File: src/rtl/vec_vsetvl_ctrl_pkg.sv
// ---------------------------------------------------------------------------
// vec_vsetvl_ctrl_pkg
// Shared definitions for the vector configuration-instruction controller:
//   - opcode / funct3 constants of the OP-V configuration group
//   - FSM state enum (IDLE, CALC, WRITE, RESP)
//   - packed layout of the low byte of vtype
//   - configuration-instruction kind and its decoder
// ---------------------------------------------------------------------------
package vec_vsetvl_ctrl_pkg;

    localparam logic [6:0] OPCODE_VEC = 7'h57;
    localparam logic [2:0] FUNCT3_CFG = 3'b111;

    typedef enum logic [1:0] {
        ST_IDLE  = 2'd0,
        ST_CALC  = 2'd1,
        ST_WRITE = 2'd2,
        ST_RESP  = 2'd3
    } state_t;

    // Low byte of vtype; everything above bit 7 is reserved and must be zero.
    typedef struct packed {
        logic       vma;
        logic       vta;
        logic [2:0] vsew;
        logic [2:0] vlmul;
    } vtype_t;

    typedef enum logic [1:0] {
        CFG_NONE     = 2'd0,
        CFG_VSETVLI  = 2'd1,
        CFG_VSETIVLI = 2'd2,
        CFG_VSETVL   = 2'd3
    } cfg_kind_t;

    // Classifies a 32-bit instruction word. CFG_NONE means "not a
    // configuration instruction" and is reported as illegal.
    function automatic cfg_kind_t decode_cfg(input logic [31:0] w);
        cfg_kind_t kind;
        kind = CFG_NONE;
        if (w[6:0] == OPCODE_VEC && w[14:12] == FUNCT3_CFG) begin
            if (!w[31]) begin
                kind = CFG_VSETVLI;
            end else if (w[30]) begin
                kind = CFG_VSETIVLI;
            end else if (w[30:25] == 6'd0) begin
                kind = CFG_VSETVL;
            end
        end
        return kind;
    endfunction

endpackage

File: src/rtl/vec_vsetvl_ctrl_vlmax_calc.sv
// ---------------------------------------------------------------------------
// vec_vlmax_calc
// Purely combinational VLMAX / vl calculator.
//   vsew, vlmul : vtype fields
//   avl         : selected application vector length
//   vlmax       : (VLEN >> (3 + vsew)) << vlmul, at XLEN width
//   vl          : min(avl, vlmax), unsigned
//   vtype_ok    : vsew and vlmul are both in the supported range (<= 3)
// Reserved upper vtype bits are checked by the instantiating block.
// ---------------------------------------------------------------------------
module vec_vlmax_calc #(
    parameter int XLEN = 32,
    parameter int VLEN = 512
) (
    input  logic [2:0]      vsew,
    input  logic [2:0]      vlmul,
    input  logic [XLEN-1:0] avl,
    output logic [XLEN-1:0] vlmax,
    output logic [XLEN-1:0] vl,
    output logic            vtype_ok
);

    // Elements per register for each supported SEW (e8..e64); constants.
    logic [XLEN-1:0] base_tbl [4];

    genvar gi;
    generate
        for (gi = 0; gi < 4; gi++) begin : g_base
            assign base_tbl[gi] = XLEN'(VLEN >> (3 + gi));
        end
    endgenerate

    always_comb begin
        vtype_ok = !vsew[2] && !vlmul[2];
        // For out-of-range fields only the low two bits index the table; the
        // result is meaningless but vtype_ok already flags it.
        vlmax    = base_tbl[vsew[1:0]] << vlmul[1:0];
        vl       = (avl < vlmax) ? avl : vlmax;
    end

endmodule

File: src/rtl/vec_vsetvl_ctrl.sv
// ---------------------------------------------------------------------------
// vec_vsetvl_ctrl
// Sequences vsetvli / vsetivli / vsetvl: accepts one instruction, computes
// VLMAX and the new vl, writes vl/vtype to the vector CSR file with a
// single-cycle csrwr_en pulse, and returns vl for write-back to rd.
//
// Ports
//   clk, rst                 : clock, synchronous active-high reset
//   inst_valid / inst_ready  : instruction offer / accept (ready in IDLE only)
//   inst, rs1_data, rs2_data : instruction word, AVL operand, vtype operand
//   cur_vl                   : current vl from the CSR file (keep-vl case)
//   csrwr_en, scalar1/2      : CSR write strobe, new vl, new vtype
//   resp_valid / resp_ready  : response handshake
//   rd_wr_en, rd_addr, rd_data, illegal : write-back info and error flag
//
// Timing: accept at N, CALC at N+1, csrwr_en at N+2, resp_valid from N+3.
// Non-configuration instructions go straight from IDLE to RESP.
// ---------------------------------------------------------------------------
module vec_vsetvl_ctrl
    import vec_vsetvl_ctrl_pkg::*;
#(
    parameter int XLEN = 32,
    parameter int VLEN = 512
) (
    input  logic            clk,
    input  logic            rst,
    input  logic            inst_valid,
    output logic            inst_ready,
    input  logic [XLEN-1:0] inst,
    input  logic [XLEN-1:0] rs1_data,
    input  logic [XLEN-1:0] rs2_data,
    input  logic [XLEN-1:0] cur_vl,
    output logic            csrwr_en,
    output logic [XLEN-1:0] scalar1,
    output logic [XLEN-1:0] scalar2,
    output logic            resp_valid,
    input  logic            resp_ready,
    output logic            rd_wr_en,
    output logic [4:0]      rd_addr,
    output logic [XLEN-1:0] rd_data,
    output logic            illegal
);

    localparam logic [XLEN-1:0] VTYPE_VILL = {1'b1, {(XLEN-1){1'b0}}};

    state_t          state_reg, state_next;

    // Capture registers (loaded at accept)
    cfg_kind_t       kind_reg;
    logic [4:0]      rd_reg;
    logic [4:0]      rs1_idx_reg;   // also the vsetivli uimm
    logic [10:0]     zimm_reg;      // inst[30:20]
    logic [XLEN-1:0] rs1_reg;
    logic [XLEN-1:0] rs2_reg;
    logic [XLEN-1:0] cur_vl_reg;

    // Result registers (loaded in CALC)
    logic            ok_reg;
    logic [XLEN-1:0] vlmax_reg;
    logic [XLEN-1:0] vl_reg;
    logic [XLEN-1:0] vtype_reg;

    cfg_kind_t       accept_kind;
    logic [XLEN-1:0] vtype_sel;
    logic [XLEN-1:0] avl_sel;
    vtype_t          vt_lo;
    logic            rsvd_zero;
    logic [XLEN-1:0] calc_vlmax;
    logic [XLEN-1:0] calc_vl;
    logic            calc_ok;

    assign accept_kind = decode_cfg(inst[31:0]);

    // -----------------------------------------------------------------------
    // Operand selection from the captured instruction
    // -----------------------------------------------------------------------
    always_comb begin
        vtype_sel = '0;
        case (kind_reg)
            CFG_VSETVLI:  vtype_sel = XLEN'(zimm_reg);
            CFG_VSETIVLI: vtype_sel = XLEN'(zimm_reg[9:0]);
            CFG_VSETVL:   vtype_sel = rs2_reg;
            default:      vtype_sel = '0;
        endcase

        if (kind_reg == CFG_VSETIVLI) begin
            avl_sel = XLEN'(rs1_idx_reg);
        end else if (rs1_idx_reg != 5'd0) begin
            avl_sel = rs1_reg;
        end else if (rd_reg != 5'd0) begin
            avl_sel = '1;           // request VLMAX
        end else begin
            avl_sel = cur_vl_reg;   // keep vl, clamped by the new VLMAX
        end
    end

    assign vt_lo     = vtype_t'(vtype_sel[7:0]);
    assign rsvd_zero = ~|vtype_sel[XLEN-1:8];

    vec_vlmax_calc #(
        .XLEN (XLEN),
        .VLEN (VLEN)
    ) u_calc (
        .vsew     (vt_lo.vsew),
        .vlmul    (vt_lo.vlmul),
        .avl      (avl_sel),
        .vlmax    (calc_vlmax),
        .vl       (calc_vl),
        .vtype_ok (calc_ok)
    );

    // -----------------------------------------------------------------------
    // FSM: state register
    // -----------------------------------------------------------------------
    always_ff @(posedge clk) begin
        if (rst) begin
            state_reg <= ST_IDLE;
        end else begin
            state_reg <= state_next;
        end
    end

    // FSM: next state
    always_comb begin
        state_next = state_reg;
        case (state_reg)
            ST_IDLE: begin
                if (inst_valid) begin
                    state_next = (accept_kind == CFG_NONE) ? ST_RESP : ST_CALC;
                end
            end
            ST_CALC:  state_next = ST_WRITE;
            ST_WRITE: state_next = ST_RESP;
            ST_RESP: begin
                if (resp_ready) begin
                    state_next = ST_IDLE;
                end
            end
            default:  state_next = ST_IDLE;
        endcase
    end

    // FSM: outputs. Everything is forced low while rst is high so an
    // instruction aborted in WRITE never produces a CSR write.
    always_comb begin
        inst_ready = 1'b0;
        csrwr_en   = 1'b0;
        scalar1    = '0;
        scalar2    = '0;
        resp_valid = 1'b0;
        rd_wr_en   = 1'b0;
        rd_addr    = '0;
        rd_data    = '0;
        illegal    = 1'b0;
        if (!rst) begin
            case (state_reg)
                ST_IDLE: inst_ready = 1'b1;
                ST_WRITE: begin
                    csrwr_en = 1'b1;
                    scalar1  = ok_reg ? vl_reg : '0;
                    scalar2  = ok_reg ? vtype_reg : VTYPE_VILL;
                end
                ST_RESP: begin
                    resp_valid = 1'b1;
                    rd_wr_en   = (kind_reg != CFG_NONE) && (rd_reg != 5'd0);
                    rd_addr    = rd_reg;
                    rd_data    = ok_reg ? vl_reg : '0;
                    illegal    = !ok_reg;
                end
                default: ;
            endcase
        end
    end

    // -----------------------------------------------------------------------
    // Capture and result registers
    // -----------------------------------------------------------------------
    always_ff @(posedge clk) begin
        if (rst) begin
            kind_reg    <= CFG_NONE;
            rd_reg      <= '0;
            rs1_idx_reg <= '0;
            zimm_reg    <= '0;
            rs1_reg     <= '0;
            rs2_reg     <= '0;
            cur_vl_reg  <= '0;
            ok_reg      <= 1'b0;
            vlmax_reg   <= '0;
            vl_reg      <= '0;
            vtype_reg   <= '0;
        end else begin
            case (state_reg)
                ST_IDLE: begin
                    if (inst_valid) begin
                        kind_reg    <= accept_kind;
                        rd_reg      <= inst[11:7];
                        rs1_idx_reg <= inst[19:15];
                        zimm_reg    <= inst[30:20];
                        rs1_reg     <= rs1_data;
                        rs2_reg     <= rs2_data;
                        cur_vl_reg  <= cur_vl;
                        // Cleared so a non-configuration instruction
                        // responds as illegal with rd_data = 0.
                        ok_reg      <= 1'b0;
                    end
                end
                ST_CALC: begin
                    ok_reg    <= calc_ok && rsvd_zero;
                    vlmax_reg <= calc_vlmax;
                    vl_reg    <= calc_vl;
                    vtype_reg <= vtype_sel;
                end
                default: ;
            endcase
        end
    end

    // The committed vl can never exceed the VLMAX it was derived from.
    vl_le_vlmax: assert property (@(posedge clk) disable iff (rst)
        (state_reg == ST_WRITE && ok_reg) |-> (vl_reg <= vlmax_reg));

endmodule

File: config.mk
export PLATFORM = sky130hd
export DESIGN_NAME = vec_vsetvl_ctrl
export DESIGN_NICKNAME = d
export VERILOG_FILES = /design/src/rtl/vec_vsetvl_ctrl_pkg.sv /design/src/rtl/vec_vsetvl_ctrl_vlmax_calc.sv /design/src/rtl/vec_vsetvl_ctrl.sv
export SDC_FILE = /design/constraint.sdc
export NUM_CORES = 1
export LEC_CHECK = 0
export ABC_AREA = 1
export BUFFER_PORTS_ARGS = -buffer_cell sky130_fd_sc_hd__clkbuf_2
export CAP_MARGIN = 0
export CORE_MARGIN = 2
export CORE_UTILIZATION = 47
export CTS_CLUSTER_DIAMETER = 60
export DETAILED_ROUTE_END_ITERATION = 16
export PLACE_DENSITY = 0.76
export SLEW_MARGIN = 20
export SYNTH_ARGS = -nofsm -noshare
export SYNTH_HDL_FRONTEND = slang
export SYNTH_SLANG_ARGS = --single-unit
File: constraint.sdc
create_clock -name clk -period 2.7 [get_ports clk]
set_clock_uncertainty 0.05 [all_clocks]
set_input_delay 0.54 -clock clk [delete_from_list [all_inputs] [get_ports clk]]
set_output_delay 0.54 -clock clk [all_outputs]
set_load 0.01 [all_outputs]
Yosys cells after proc, flatten, opt, wreduce, memory -nomap -nowiden
Index checks and enable logic that the tools add are counted. W data, S select, Z words.

Reductions and logical operators: 19. Multiplexer cells: 38. Shift-type cells: 1. Magnitude comparators: 2. Bitwise gates (word level): 1. Eq/ne operators: 10.

Operators with widths (count): $mux W32 (14); $pmux W32 S3 (1); $bmux W32 S2 (1); $lt A32 B32 Y1 (1); $shl A32 B2 Y32 (1); $reduce_or A24 Y1 (1); $mux W2 (7); $mux W1 (11); $mux W5 (2); $reduce_bool A5 Y1 (2); $eq A2 B2 Y1 const B (4); $pmux W2 S4 (1); $eq A7 B7 Y1 const B (1); $logic_not A6 Y1 (1); $reduce_and A2 Y1 (3); $eq A2 B1 Y1 const B (2); $logic_and A1 B1 Y1 (4); $logic_not A1 Y1 (4); $logic_not A2 Y1 (2); $ne A2 B2 Y1 const B (2); $reduce_bool A2 Y1 (2); $eq A3 B3 Y1 const B (1); $ge A3 B3 Y1 const B (1); $not A2 Y3 (1); $pmux W1 S2 (1).

Bits in registers: 186. Bits of input ports: 132. Output and inout bits: 106. Logic and storage cells: 82.

Longest topological paths before layout
Depth after elaboration: 9. Depth in mapped cells: 20. Mapped depth without buffers: 19.

Modules after synthesis
Synthesis repeated with hierarchy kept, for this count alone.

Cell total of the unflattened synthesis: 1330. Area total of the unflattened synthesis: 9031.2 um^2.

By module, submodules not included: vec_vsetvl_ctrl (area each 8147.8 um^2, cells each 1171, seq. area each 3723.6 um^2, times used 1); vec_vlmax_calc (area each 883.3 um^2, cells each 159, seq. area each 0.0 um^2, times used 1).

Worst setup path after synthesis
OpenSTA, ideal clock, no wires.

Path kind: flip-flop to flip-flop. Start point: register kind_reg[0]. End point: register vl_reg[0]. Setup slack: 86 ps. Path buffers: 1. Required time: 2582 ps. Arrival time: 2496 ps. Stages on the path, launching flop included: 20. Cells stage by stage: dfxtp_1 buf_4 inv_2 nand2_1 inv_1 nor2_1 inv_1 nand3_1 o21ai_1 o21ai_0 ha_1 nand2_1 nor2_1 a211oi_1 nand2_1 nand2_2 nand3_4 nor2_2 nand2_1 a21oi_2.

Longest elaborated chain between the ends: 9. Elaborated cells between the ends (all ways): 12. Those cells by class: order compare (1); eq/ne (3); shift (1); mux (6); bitwise (1).

Ends and longest elaborated chain: start, declared (line vec_vsetvl_ctrl.sv:49) `cfg_kind_t kind_reg;`; start signal, assigned (line vec_vsetvl_ctrl.sv:195) `kind_reg <= accept_kind;`; $eq A2 B2 Y1, or another cell as far along (line vec_vsetvl_ctrl.sv:79) `case (kind_reg)`; $pmux W32 S3 (line vec_vsetvl_ctrl.sv:79); $not A2 Y3 (not written as such) (line vec_vsetvl_ctrl_vlmax_calc.sv:37) `vlmax = base_tbl[vsew[1:0]] << vlmul[1:0];`; $bmux W32 S2 (line vec_vsetvl_ctrl_vlmax_calc.sv:37); $mux W32 (not written as such) (2 in series) (line vec_vsetvl_ctrl_vlmax_calc.sv:37); $shl A32 B2 Y32 (line vec_vsetvl_ctrl_vlmax_calc.sv:37); $lt A32 B32 Y1 (line vec_vsetvl_ctrl_vlmax_calc.sv:38) `vl = (avl < vlmax) ? avl : vlmax;`; $mux W32 (*) (line vec_vsetvl_ctrl_vlmax_calc.sv:38); end signal, assigned (line vec_vsetvl_ctrl.sv:210) `vl_reg <= calc_vl;`; end, declared (line vec_vsetvl_ctrl.sv:60) `logic [XLEN-1:0] vl_reg;`.

Mark *: on every way between the ends. The rest lies on a longest branch, timed or not. The select of a mux whose other input is x is not followed. A chain may end at the register's enable or synchronous reset.

Worst setup path in the final report
Start point: register kind_reg[1]. End point: register vl_reg[1].

The elaborated chain is that of the path after synthesis.

==> reports/qor.yml <==
outcome:
  outcome: "complete, but fails checks"
  violations: "negative setup slack"
floorplanning:
  dieHeight_um: 138
  dieWidth_um: 138
  ios: 238
  dieArea_um2: 19000
  core_area_um2: 17400
  start_util_pct: 48.4
  rows: 48
layout:
  area_growth_pct: 27.8
  drive_gt1_share_pct: 27.1
  diodes: 0
  final_common_cell: "nor2_1"
  mostFrequentLayoutCells: "289 x nor2_1, 237 x clkbuf_2, 183 x dfxtp_1"
  design_area_um2: 10800
  nNetsFinal: 1574
timing:
  fin_crit_ps: 2710
  relSlewSlack_pct: 34.0
  fin_tns_setup_ps: -19.0
  slew_viol_final: 0
  finalCritPeriodShare_pct: 100
  setup_violations: 4
  max_freq_mhz: 369
  worstMarginPinSlew_ps: 990
  hold_violations: 0
  rsz0062_at_grt: "yes"
  finalWorstSetupSlack_ps: -9.12
yosys:
  synthTopCellsByArea: "dfxtp_1 44%, nor2_1 13%, o21ai_0 9.7%, inv_1 6.9%, a21oi_1 5.3%"
  synth.cell_area_um2: 8430
  synthesis.nets: 1357
  yosysTopAreaCell: "dfxtp_1"
  syn_avg_cell_area_um2: 6.94
  ys_async_sr_fraction_pct: 0
  ys.flop_type: "dfxtp_1"
  synth_edf_count: 0
  netlist_instances: 1215
  yosysWarnings: 0
  yosys.area.top_type_share_pct: 44.2
  synth-seq-cells: 186
  yosysUniqueCellTypes: 40
  yosysSeqAreaShare_pct: 44.2
clock_tree:
  postCtsHoldBufs: 0
  htree_num_levels: 4
  cts.sinks: 186
  cts_tree: "yes"
  clockRootBuffer: "clkbuf_16"
  numCtsBuffers: 17
  clockBufferDepth: 2
  cts.clk_slew.worst_paths_ps: 70
  clk-insertion-delay-late_ps: 420
detailed_routing:
  avgRoutedWirePerCell_um: 14.1
  drtIter0Drc: 608
  antenna_left: 0
  vias: 8528
  drcViolationCount: 0
  drt-pass1-iter-count: 9
  wl_um: 23500
  avgViaCountPerCell: 5.11
power:
  p_sw_uw: 4260
  pwr-share-comb_pct: 41.3
  intPower_uw: 6520
  vdd_ir_drop_max_mv: 0.676
  switching_share_pct: 39.5
  clkPwrFrac_pct: 22.9
  power_density_nw_per_um2: 1000
  seq_power_share_pct: 35.8
  p_leak_uw: 0.00484
worst_setup_path:
  end_kind: "flip-flop"
  critPathKind: "flip-flop to flip-flop"
  crit_start: "kind_reg[1]$_SDFFE_PP0P_"
  cp-start-kind: "flip-flop"
  worst-endpoint-arrival_ps: 3020
  critPathRequiredTime_ps: 3010
  r2r-start: "kind_reg[1]$_SDFFE_PP0P_"
  path_max_fanout: 8
global_routing:
  grt_pass1_wl_um: 35500
  antenna_found_initial: 0
  grt_max_degree: 163
  grt_use_total_pct: 23.7
  grt_pass1_vias: 7302
  grt_overflow: 0
placed_design:
  gp_congestion: 0.888
  pre_cts_slack_ps: -201
  dpl_cell_area_um2: 9830
  portBuffers: 237
  hpwl_um: 16400
worst_hold_path:
  hp-class: "input port to flip-flop"
  hp-start: "rs2_data[4]"
flow_run:
  drv_cap: 0
-- worst max-delay path, cell delays in order (launching register included) --
cell and delay [ps]:
dfxtp_4 410, nand2_4 90, o21ai_4 260, nand3_4 120, o21ai_4 190, o21ai_2 90
ha_1 330, a21oi_2 150, nor2_1 60, a211oi_2 190, nand2_1 90, nand2_2 120
nand3_4 160, nor2_4 150, nand2_2 60, a21oi_2 110
-- through the flow --
step / hold slack (ps) / power, µW / cells / util [%]
floorplan: 375 / 6770 / 1215 / -
global placement: 386 / 7800 / 1627 / 56.5
detailed placement: 393 / 7900 / 1627 / 56.5
CTS: 307 / 10400 / 1659 / 59.9
global route: 331 / 11500 / 1670 / 61.8
finish: 317 / 10800 / 1670 / 61.8
-- logic make-up (layout without fill, tap and decap cells) --
family          after synthesis  in the layout  share of synthesized area (%)
compound gates              313            313                           20.2
buf+inv                     241            471                           11.1
fa+ha+maj                    10             10                           1.48
simple gates                465            465                           23.1
flops                       186            186                           44.2
-- area by class of cell --
| type | instances | area (µm²) |
|---|---|---|
| tap | 225 | 282 |
| inverter | 161 | 612 |
| clock inverter | 14 | 144 |
| clock buffer | 18 | 439 |
| fill | 1611 | 6650 |
| sequential | 186 | 3730 |
| timing repair buffer | 278 | 1550 |
| multi-input combinational | 788 | 4010 |
-- synth_stat cells (6+ instances only) --
| cell | n |
|---|---|
| inv_1 | 154 |
| o21ai_0 | 164 |
| o21ai_1 | 10 |
| nand4_1 | 11 |
| clkbuf_1 | 66 |
| ha_1 | 10 |
| nand2_1 | 90 |
| nor2_1 | 294 |
| a21oi_1 | 89 |
| nand3_1 | 21 |
| nor2_2 | 8 |
| dfxtp_1 | 186 |
| o211ai_1 | 22 |
| nor3_1 | 26 |
| buf_2 | 6 |
-- power by group through the flow --
stage | combinational, µW | clock, µW | sequential, µW
6_report | 4450 | 2460 | 3860
5_1_grt | 4990 | 2630 | 3930
4_1_cts | 4060 | 2490 | 3830
3_5_place_dp | 4020 | 0 | 3880
3_3_place_gp | 3940 | 0 | 3860
2_1_floorplan | 3000 | 0 | 3770
-- path summary, 6_finish.rpt --
kind                                   end  slack [ps]  depth (start not counted)
setup / recovery    vl_reg[1]$_SDFFE_PP0P_          -9                         15
hold / removal     rs2_reg[4]$_SDFFE_PP0P_         320                          3
setup reg to reg    vl_reg[1]$_SDFFE_PP0P_          -9                         15
hold reg to reg   rs2_reg[28]$_SDFFE_PP0P_         400                          2
-- layer usage --
layer | track usage (%) | share of wire (%)
met4 | 7.88 | 2.3
met3 | 4.06 | 5.4
met1 | 32.4 | 46
met5 | 0 | 0
met2 | 38.0 | 47
-- repair_timing --
action / 4_1_cts / 5_1_grt
endpoints found under the setup margin: 12 / 79
gates resized for setup: 11 / 66
pin swaps: 0 / 28
buffers inserted: 0 / 11
(Power assumes the default switching activity.)
